$ cat src/rtl/la_pkg.sv
// Shared definitions for the UART transmit link: serializer state encoding
// and the default FIFO size and baud divider.
package la_pkg;

  localparam int N_FIFO_DEF   = 9;
  localparam int BAUD_DIV_DEF = 434;

  typedef enum logic [2:0] {
    IDLE,
    LOAD,
    START,
    DATA,
    STOP
  } tx_state_t;

endpackage

$ cat src/rtl/la_tx_link_if.sv
// Producer-side byte interface of the transmit link.
//   wr_i       write strobe, one byte per asserted cycle
//   data_i     byte to queue
//   full_o     FIFO full, writes are dropped while high
//   empty_o    FIFO holds no bytes
//   level_o    bytes currently stored (0..2^N_FIFO)
//   overflow_o sticky flag, a write was dropped
// master: producer side; slave: the link.
interface la_tx_link_if #(
  parameter int N_FIFO = la_pkg::N_FIFO_DEF
);

  logic              wr_i;
  logic [7:0]        data_i;
  logic              full_o;
  logic              empty_o;
  logic [N_FIFO:0]   level_o;
  logic              overflow_o;

  modport master (
    output wr_i, data_i,
    input  full_o, empty_o, level_o, overflow_o
  );

  modport slave (
    input  wr_i, data_i,
    output full_o, empty_o, level_o, overflow_o
  );

endinterface

$ cat src/rtl/la_sync_fifo.sv
// Synchronous byte FIFO, depth 2^N_FIFO, registered (block-RAM style) read.
//   clk_i, rst_i  clock, asynchronous active-high reset
//   wr_i, data_i  write strobe and byte; ignored while full_o
//   rd_i          pop strobe; ignored while empty_o
//   rd_data_o     popped byte, valid the cycle after rd_i
//   full_o, empty_o, level_o  status decoded from the registered level
//   overflow_o    sticky, set the cycle after a write is dropped
module la_sync_fifo #(
  parameter int N_FIFO = 9
) (
  input  logic            clk_i,
  input  logic            rst_i,
  input  logic            wr_i,
  input  logic [7:0]      data_i,
  input  logic            rd_i,
  output logic [7:0]      rd_data_o,
  output logic            full_o,
  output logic            empty_o,
  output logic [N_FIFO:0] level_o,
  output logic            overflow_o
);

  localparam int unsigned DEPTH = 1 << N_FIFO;

  logic [7:0]        mem [DEPTH];
  logic [N_FIFO-1:0] wr_ptr;
  logic [N_FIFO-1:0] rd_ptr;
  logic [N_FIFO:0]   level;
  logic              accept;
  logic              pop;

  // Level never exceeds DEPTH, so its MSB alone marks full.
  assign full_o  = level[N_FIFO];
  assign empty_o = (level == '0);
  assign level_o = level;

  assign accept = wr_i & ~full_o;
  assign pop    = rd_i & ~empty_o;

  always_ff @(posedge clk_i) begin
    if (accept) begin
      mem[wr_ptr] <= data_i;
    end
  end

  always_ff @(posedge clk_i) begin
    if (pop) begin
      rd_data_o <= mem[rd_ptr];
    end
  end

  always_ff @(posedge clk_i or posedge rst_i) begin
    if (rst_i) begin
      wr_ptr     <= '0;
      rd_ptr     <= '0;
      level      <= '0;
      overflow_o <= 1'b0;
    end else begin
      if (accept) begin
        wr_ptr <= wr_ptr + 1'b1;
      end
      if (pop) begin
        rd_ptr <= rd_ptr + 1'b1;
      end
      case ({accept, pop})
        2'b10:   level <= level + 1'b1;
        2'b01:   level <= level - 1'b1;
        default: level <= level;
      endcase
      if (wr_i && full_o) begin
        overflow_o <= 1'b1;
      end
    end
  end

endmodule

$ cat src/rtl/la_tx_link.sv
// Byte FIFO feeding an 8N1 UART serializer.
//   clk_i, rst_i  clock, asynchronous active-high reset
//   bus           producer interface (write side and FIFO status)
//   txd_o         serial line, idle high, registered
//   busy_o        serializer not idle, registered
module la_tx_link
  import la_pkg::*;
#(
  parameter int N_FIFO   = N_FIFO_DEF,
  parameter int BAUD_DIV = BAUD_DIV_DEF
) (
  input  logic        clk_i,
  input  logic        rst_i,
  la_tx_link_if.slave bus,
  output logic        txd_o,
  output logic        busy_o
);

  localparam logic [15:0] BAUD_LAST = 16'(BAUD_DIV - 1);

  tx_state_t   state, state_nx;
  logic [15:0] baud_cnt, baud_cnt_nx;
  logic [2:0]  bit_idx, bit_idx_nx;
  logic [7:0]  shreg, shreg_nx;
  logic        pop;
  logic        line;
  logic        fifo_empty;
  logic [7:0]  fifo_rd_data;

  la_sync_fifo #(
    .N_FIFO(N_FIFO)
  ) u_fifo (
    .clk_i     (clk_i),
    .rst_i     (rst_i),
    .wr_i      (bus.wr_i),
    .data_i    (bus.data_i),
    .rd_i      (pop),
    .rd_data_o (fifo_rd_data),
    .full_o    (bus.full_o),
    .empty_o   (fifo_empty),
    .level_o   (bus.level_o),
    .overflow_o(bus.overflow_o)
  );

  assign bus.empty_o = fifo_empty;

  always_comb begin
    state_nx    = state;
    baud_cnt_nx = baud_cnt;
    bit_idx_nx  = bit_idx;
    shreg_nx    = shreg;
    pop         = 1'b0;
    line        = 1'b1;
    unique case (state)
      IDLE: begin
        if (!fifo_empty) begin
          pop      = 1'b1;
          state_nx = LOAD;
        end
      end
      LOAD: begin
        shreg_nx    = fifo_rd_data;
        baud_cnt_nx = BAUD_LAST;
        state_nx    = START;
      end
      START: begin
        line = 1'b0;
        if (baud_cnt == '0) begin
          baud_cnt_nx = BAUD_LAST;
          bit_idx_nx  = '0;
          state_nx    = DATA;
        end else begin
          baud_cnt_nx = baud_cnt - 1'b1;
        end
      end
      DATA: begin
        line = shreg[0];
        if (baud_cnt == '0) begin
          baud_cnt_nx = BAUD_LAST;
          shreg_nx    = shreg >> 1;
          if (bit_idx == 3'd7) begin
            state_nx = STOP;
          end else begin
            bit_idx_nx = bit_idx + 1'b1;
          end
        end else begin
          baud_cnt_nx = baud_cnt - 1'b1;
        end
      end
      STOP: begin
        if (baud_cnt == '0) begin
          state_nx = IDLE;
        end else begin
          baud_cnt_nx = baud_cnt - 1'b1;
        end
      end
      default: state_nx = IDLE;
    endcase
  end

  // txd_o registers the level of the current state, so the line trails the
  // state by one cycle; busy_o registers the next state and tracks it exactly.
  always_ff @(posedge clk_i or posedge rst_i) begin
    if (rst_i) begin
      state    <= IDLE;
      baud_cnt <= '0;
      bit_idx  <= '0;
      shreg    <= '0;
      txd_o    <= 1'b1;
      busy_o   <= 1'b0;
    end else begin
      state    <= state_nx;
      baud_cnt <= baud_cnt_nx;
      bit_idx  <= bit_idx_nx;
      shreg    <= shreg_nx;
      txd_o    <= line;
      busy_o   <= (state_nx != IDLE);
    end
  end

endmodule

$ cat src/flat_wrapper.sv
// flat-port wrapper written by rule: the top's interface ports become plain ports
module la_tx_link_flat import la_pkg::*;
#(
  parameter int N_FIFO   = N_FIFO_DEF,
  parameter int BAUD_DIV = BAUD_DIV_DEF
)
  (clk_i, rst_i, txd_o, busy_o, bus_wr_i, bus_data_i, bus_full_o, bus_empty_o, bus_level_o, bus_overflow_o);
  la_tx_link_if #(.N_FIFO(N_FIFO)) bus_i ();
  input  logic clk_i;
  input  logic rst_i;
  output logic txd_o;
  output logic busy_o;
  input wire logic [$bits(bus_i.wr_i)-1:0] bus_wr_i;
  input wire logic [$bits(bus_i.data_i)-1:0] bus_data_i;
  output wire logic [$bits(bus_i.full_o)-1:0] bus_full_o;
  output wire logic [$bits(bus_i.empty_o)-1:0] bus_empty_o;
  output wire logic [$bits(bus_i.level_o)-1:0] bus_level_o;
  output wire logic [$bits(bus_i.overflow_o)-1:0] bus_overflow_o;
  assign bus_i.wr_i = bus_wr_i;
  assign bus_i.data_i = bus_data_i;
  assign bus_full_o = bus_i.full_o;
  assign bus_empty_o = bus_i.empty_o;
  assign bus_level_o = bus_i.level_o;
  assign bus_overflow_o = bus_i.overflow_o;
  la_tx_link #(.N_FIFO(N_FIFO), .BAUD_DIV(BAUD_DIV)) u_core (.clk_i(clk_i), .rst_i(rst_i), .bus(bus_i), .txd_o(txd_o), .busy_o(busy_o));
endmodule
$ cat config.mk
export PLATFORM = sky130hd
export DESIGN_NAME = la_tx_link_flat
export DESIGN_NICKNAME = d
export VERILOG_FILES = /design/src/rtl/la_pkg.sv /design/src/rtl/la_tx_link_if.sv /design/src/rtl/la_sync_fifo.sv /design/src/rtl/la_tx_link.sv /design/src/flat_wrapper.sv
export SDC_FILE = /design/constraint.sdc
export NUM_CORES = 2
export LEC_CHECK = 0
export CAP_MARGIN = 20
export CORE_MARGIN = 5
export CORE_UTILIZATION = 63
export CTS_BUF_LIST = sky130_fd_sc_hd__clkbuf_4 sky130_fd_sc_hd__clkbuf_8 sky130_fd_sc_hd__clkbuf_16
export DETAILED_ROUTE_END_ITERATION = 12
export PLACE_DENSITY_LB_ADDON = 0.25
export SLEW_MARGIN = 40
export SYNTH_ARGS = -nofsm -noshare
export SYNTH_HDL_FRONTEND = slang
export SYNTH_SLANG_ARGS = --single-unit
$ cat constraint.sdc
create_clock -name clk_i -period 5.03 [get_ports clk_i]
set_input_delay 0.7545 -clock clk_i [delete_from_list [all_inputs] [get_ports clk_i]]
set_output_delay 0.7545 -clock clk_i [all_outputs]
set_load 0.01 [all_outputs]
# Word-level counts from Yosys, hierarchy flattened
# Memory sizes are Yosys's and may differ from the RTL's. A register that Yosys moved wholly into a read port is not among the register bits.
# Cells that the tools add are included.
# totals
ff_bits	61
ram_bits	4096
inputBits	11
output_inout_bits	15
wordCells	66
mem_count	1
# mem_list
name	depth	width	rd	rd_ports_with_merged_regs	write_ports	line	rtl
u_core.u_fifo.mem	512	8	1	1	1	la_sync_fifo.sv:25	logic [7:0] mem [DEPTH];
# op_classes
add_sub_neg	6
n_eq_ne	11
mux	21
bitwise	4
n_reduce_logical	13
# op_table
cell	n
$pmux 16 s3	1
$mux 16	2
$mux 3	8
$pmux 10 s2	1
$add 9x1->9 const B	2
$logic_not 16->1	1
$pmux 8 s2	1
$sub 16x1->16 const B	1
$pmux 3 s5	1
$add 10x1->10 const B	1
$logic_not 10->1	1
$sub 10x1->10 const B	1
$mux 8	1
$eq 3x2->1 const B	2
$eq 3x3->1 const B	2
$pmux 3 s2	1
$reduce_bool 2->1	3
$reduce_bool 3->1	2
$mux 1	4
$ne 2x1->1 const B	2
$ne 2x2->1 const B	2
$reduce_and 2->1	2
$reduce_and 4->1	1
$add 3x1->3 const B	1
other kinds (9)	11

# Depth between registers and ports, before layout
# depth
ltp_word	6
ltp_mapped	16
ltp_nobuf	14

# Modules after synthesis
# Synthesis repeated with hierarchy kept, for this count alone.
# unflattened
hier_cells	7528
area_unflattened_um2	161222.1
# by_module_without_submodules
mod	n_inst	cells_each	area_each_um2	seq_area_each_um2
la_sync_fifo	1	7336	159369.1	123963.9
la_tx_link	1	192	1853.0	802.0

# Worst setup path before layout
# No wires, ideal clock.
# synth_path
kind	register to register
from	reg u_core.u_fifo.level[4], in the netlist u_core.u_fifo.level_o[4]
to	reg u_core.u_fifo.level[8], in the netlist u_core.u_fifo.level_o[8]
arrival_ns	4.354
t_required_ns	4.951
path_slack_ns	0.597
path_stages_with_launch	17
synth_period_minus_slack_ns	4.433
cell_sequence	dfrtp_1 > clkbuf_1 > nor4_1 > nor2b_1 > and3_1 > nor4_2 > ha_1 > clkbuf_1 > xor2_1 > ha_1 > and3b_1 > o21ai_0 > a22oi_1 > a221oi_1 > mux2_2 > a21oi_1 > xor2_1
# synth_via
elab_chain_cells	6
elab_cells_between_ends	11
# synth_lines
element	line	rtl
start, declared	la_sync_fifo.sv:28	logic [N_FIFO:0] level;
start signal, assigned	la_sync_fifo.sv:66	2'b10: level <= level + 1'b1;
start signal, assigned	la_sync_fifo.sv:67	2'b01: level <= level - 1'b1;
start signal, assigned	la_sync_fifo.sv:68	default: level <= level;
$logic_not 10->1 *	la_sync_fifo.sv:34	assign empty_o = (level == '0);
named net bus_empty_o	flat_wrapper.sv:16	output wire logic [$bits(bus_i.empty_o)-1:0] bus_empty_o;
$mux 1	la_tx_link.sv:56	if (!fifo_empty) begin
$mux 1	la_tx_link.sv:54	unique case (state)
$and 1x1->1 *	la_sync_fifo.sv:38	assign pop = rd_i & ~empty_o;
named net u_core.u_fifo.pop	la_sync_fifo.sv:30	logic pop;
$eq 2x1->1 / $eq 2x2->1 (equally long branches)	la_sync_fifo.sv:65	case ({accept, pop})
$pmux 10 s2 / $reduce_bool 2->1 (equally long branches)	-	
# Mark *: on every way through the listed nets, which the timed path passes. The rest lies on a longest branch.
# A chain may end at the register's enable or synchronous reset.

==> results by group <==
Outcome
  – Status: finished, final reports clean

Drt
  – 1st-iter DRT viols: 13.6k
  – Residual DRC: 0
  – Drt pass-1 iters: 8
  – DRT antenna net count: 0
  – DR WL/cell: 37.6 um
  – Vias: 85.6k
  – Vias per std cell: 7.21
  – WL final: 446 mm

Clocking
  – Post-CTS setup buffer count: 0
  – Cts hold-fix bufs: 0
  – CTS sink count: 4,165
  – Worst-path clk slew: 0.06 ns
  – Num CTS Buffers: 413
  – Root Driver: clkbuf_16
  – Post-CTS Resized: 0
  – Clock Path Buffers: 4
  – H-Tree Depth: 5
  – CTS tree: done
  – Clock Latency Late Sink: 0.99 ns

Timing
  – Worst Tran Pin Value: 0.984 ns
  – Peak Freq: 0.218 GHz
  – Normalized max-slew margin: 0.340
  – Final Critical Period: 4.59 ns
  – Setup TNS: 0 ns
  – Clk_skew: 0.0403 ns
  – Unrepaired setup endpoints after global routing: false
  – Hold slack: 0.124 ns
  – Final hold vios: 0
  – # setup viols final: 0
  – Final Max Slew Viols: 0
  – Post-route clock period utilization: 0.913

Synth
  – Dominant cells by area after synthesis: edfxtp_1 (76%), mux4_2 (13%), mux2i_1 (2.5%)
  – Number of flops mapped to enable cells by yosys: 4,104
  – Synth top cells by count: edfxtp_1 (4,104), mux4_2 (921), nor2_1 (595), mux2i_1 (410), clkbuf_1 (234)
  – Top_reg_cell synth: edfxtp_1
  – Ys async rst share: 0.0146
  – YS warnings: 0
  – Post-synthesis sequential area ratio: 0.771
  – Unique masters post-synth: 71
  – Synth top area share: 0.761
  – Flops & latches, synth: 4,165
  – Syn Std Cell Area: 162,000 um^2
  – Count leader, synth: edfxtp_1
  – Mapped Nets: 7,794
  – Largest area contributor in the synthesized netlist: edfxtp_1
  – Avg Inst Size Synth: 20.8 um^2
  – Mapped Cells: 7,771

Critical path
  – Worst Path Required: 5.72 ns
  – Worst R2R Setup Slack: 0.44 ns
  – CP bufs+invs: 1
  – Worst-path fanout max: 59
  – Crit path kind: reg -> reg
  – CP cell instances: buf_12 > mux4_2 > a221oi_1 > o21ai_0 > a221oi_1 > a32oi_1
  – Delay-heaviest family, CP: compound AO/OA/AOI/OAI gates
  – Crit start category: flop
  – Worst Path Arrival: 5.29 ns
  – CP max stage cell: dfrtp_4
  – Delay of the slowest critical-path stage: 0.98 ns
  – Top cell by count, worst path: a221oi_1
  – CP Capture Type: flop

Placement
  – IO buf count: 25
  – HPWL Detailed: 268 mm
  – Routability Congestion: 0.936

Pwr
  – P_leak: 57.8 nW
  – Sequential Power Share: 0.443
  – Peak supply drop: 0.425 mV
  – Share of total power in combinational logic: 0.201
  – Sw Share: 0.264
  – Internal power: 64.5 mW
  – Clock network power share: 0.356
  – Power Density: 479 nW/um^2
  – Sw power: 23.1 mW
  – Pwr Total: 87.6 mW

Final layout
  – Share of cells above drive strength 1: 0.264
  – Nets: 8,171
  – P&R area growth vs syn: 13.0%
  – Filler cells: 14.5k

Floorplan
  – Die width: 517 um
  – Cell row count: 186
  – I/O pin count: 26
  – Die H: 517 um
  – Core area: 256,000 um^2
  – Die area: 267,000 um^2
  – Starting Density: 0.632

Global route
  – First-pass GRT wire length: 631 mm
  – Total GRT Usage: 0.337
  – Initial antenna violation count: 18
  – Vias in the first global route: 84.6k
  – Largest net degree at the start of global routing: 179
  – Overflow after GRT: 0

Hold path
  – Hold WC Path Type: in -> reg

Run
  – Max Cap Violations: 0
cell type report:
cell class / instances / area [um^2] / area share
flip-flops and latches: 4165 / 125000 / 0.682
multi-input cells: 3101 / 35500 / 0.194
clock buffers: 490 / 11000 / 0.0604
repair buffers: 451 / 4600 / 0.0251
well taps: 3384 / 4230 / 0.0231
clock inverters: 249 / 2630 / 0.0143
inverters: 16 / 67.6 / 0.000369
diodes: 10 / 25.0 / 0.000137
registers in the layout, summed over array words and instances, names as in the netlist, 3 cells and up:
signal	cells
u_core.u_fifo.rd_data_o	8
u_core.u_fifo.level_o	10
u_core.u_fifo.rd_ptr	9
u_core.u_fifo.mem	4096
u_core.baud_cnt	16
u_core.shreg	8
u_core.state	3
u_core.bit_idx	3
u_core.u_fifo.wr_ptr	9
cell usage in the layout (no fill, tap or decap), drive strengths merged, types with 12 or more instances in the layout:
| cell | synthesis | layout |
|---|---|---|
| nor2b | 36 | 36 |
| a211oi | 42 | 42 |
| o22ai | 62 | 62 |
| nand2 | 145 | 145 |
| edfxtp | 4104 | 4104 |
| xnor2 | 34 | 34 |
| mux4 | 921 | 921 |
| o21ai | 90 | 90 |
| inv | 16 | 22 |
| a31oi | 25 | 25 |
| and2 | 12 | 12 |
| mux2 | 20 | 20 |
| nor3 | 28 | 28 |
| clkinvlp | 0 | 17 |
| a21oi | 117 | 117 |
| clkinv | 0 | 171 |
| clkbuf | 234 | 490 |
| mux2i | 410 | 410 |
| nand3 | 62 | 62 |
| nand2b | 20 | 20 |
| a22oi | 174 | 174 |
| nor2 | 595 | 595 |
| a2111oi | 12 | 12 |
| dfrtp | 60 | 60 |
| clkdlybuf4s50 | 0 | 17 |
| a221oi | 75 | 75 |
| ha | 12 | 12 |
| o211ai | 22 | 22 |
| bufinv | 0 | 55 |
| buf | 255 | 434 |
stage by stage:
step,std cells,worst slack [ns],area (um^2),utilization
2_1_floorplan,7771,0.597,162000,-
3_5_place_dp,11100,0.596,169000,0.659
3_3_place_gp,11100,0.112,169000,0.658
4_1_cts,11800,0.544,182000,0.712
6_report,11900,0.436,183000,0.714
5_1_grt,11900,0.436,183000,0.714
cell families after synthesis:
family	count (synthesis)	share of synthesized area
compound gates	722	0.0312
fa+ha+maj	12	0.000928
mux	1351	0.155
simple gates	971	0.0258
xor+xnor	45	0.00243
buf+inv	505	0.0140
flops	4165	0.771
metal layers:
metal / GRT usage / up-vias / share of wire
met1: 0.456 / 44400 / 0.34
met2: 0.511 / 6726 / 0.47
met3: 0.0902 / 1341 / 0.13
met4: 0.181 / 8 / 0.065
li1: - / 33100 / -
met5: 0 / - / 0.00015
final timing paths:
check                                        endpoint  cells after the start                     from
setup / recovery           u_core.u_fifo.rd_data_o[7]                      6  u_core.u_fifo.rd_ptr[0]
min in group asynchronous               u_core.busy_o                      2                    rst_i
setup reg to reg           u_core.u_fifo.rd_data_o[7]                      6  u_core.u_fifo.rd_ptr[0]
hold reg to reg                    u_core.baud_cnt[0]                      1       u_core.baud_cnt[0]
hold / removal              u_core.u_fifo.mem[269][2]                      1            bus_data_i[2]
max in group asynchronous     u_core.u_fifo.rd_ptr[0]                      3                    rst_i
power by group through the flow:
stage	combinational [mW]	sequential (mW)	clock, mW
2_1_floorplan	11.4	39.3	0
3_3_place_gp	17.1	39.5	0
3_5_place_dp	17.3	39.5	0
4_1_cts	17.5	38.8	31.3
5_1_grt	18.3	38.8	32.9
6_report	17.6	38.8	31.2
worst register-to-register path, stage by stage (launching register included):
cell,delay [ns]
dfrtp_4,0.98
buf_12,0.50
mux4_2,0.64
a221oi_1,0.51
o21ai_0,0.50
a221oi_1,0.95
a32oi_1,0.23
Power figures use the tool's default switching activity.
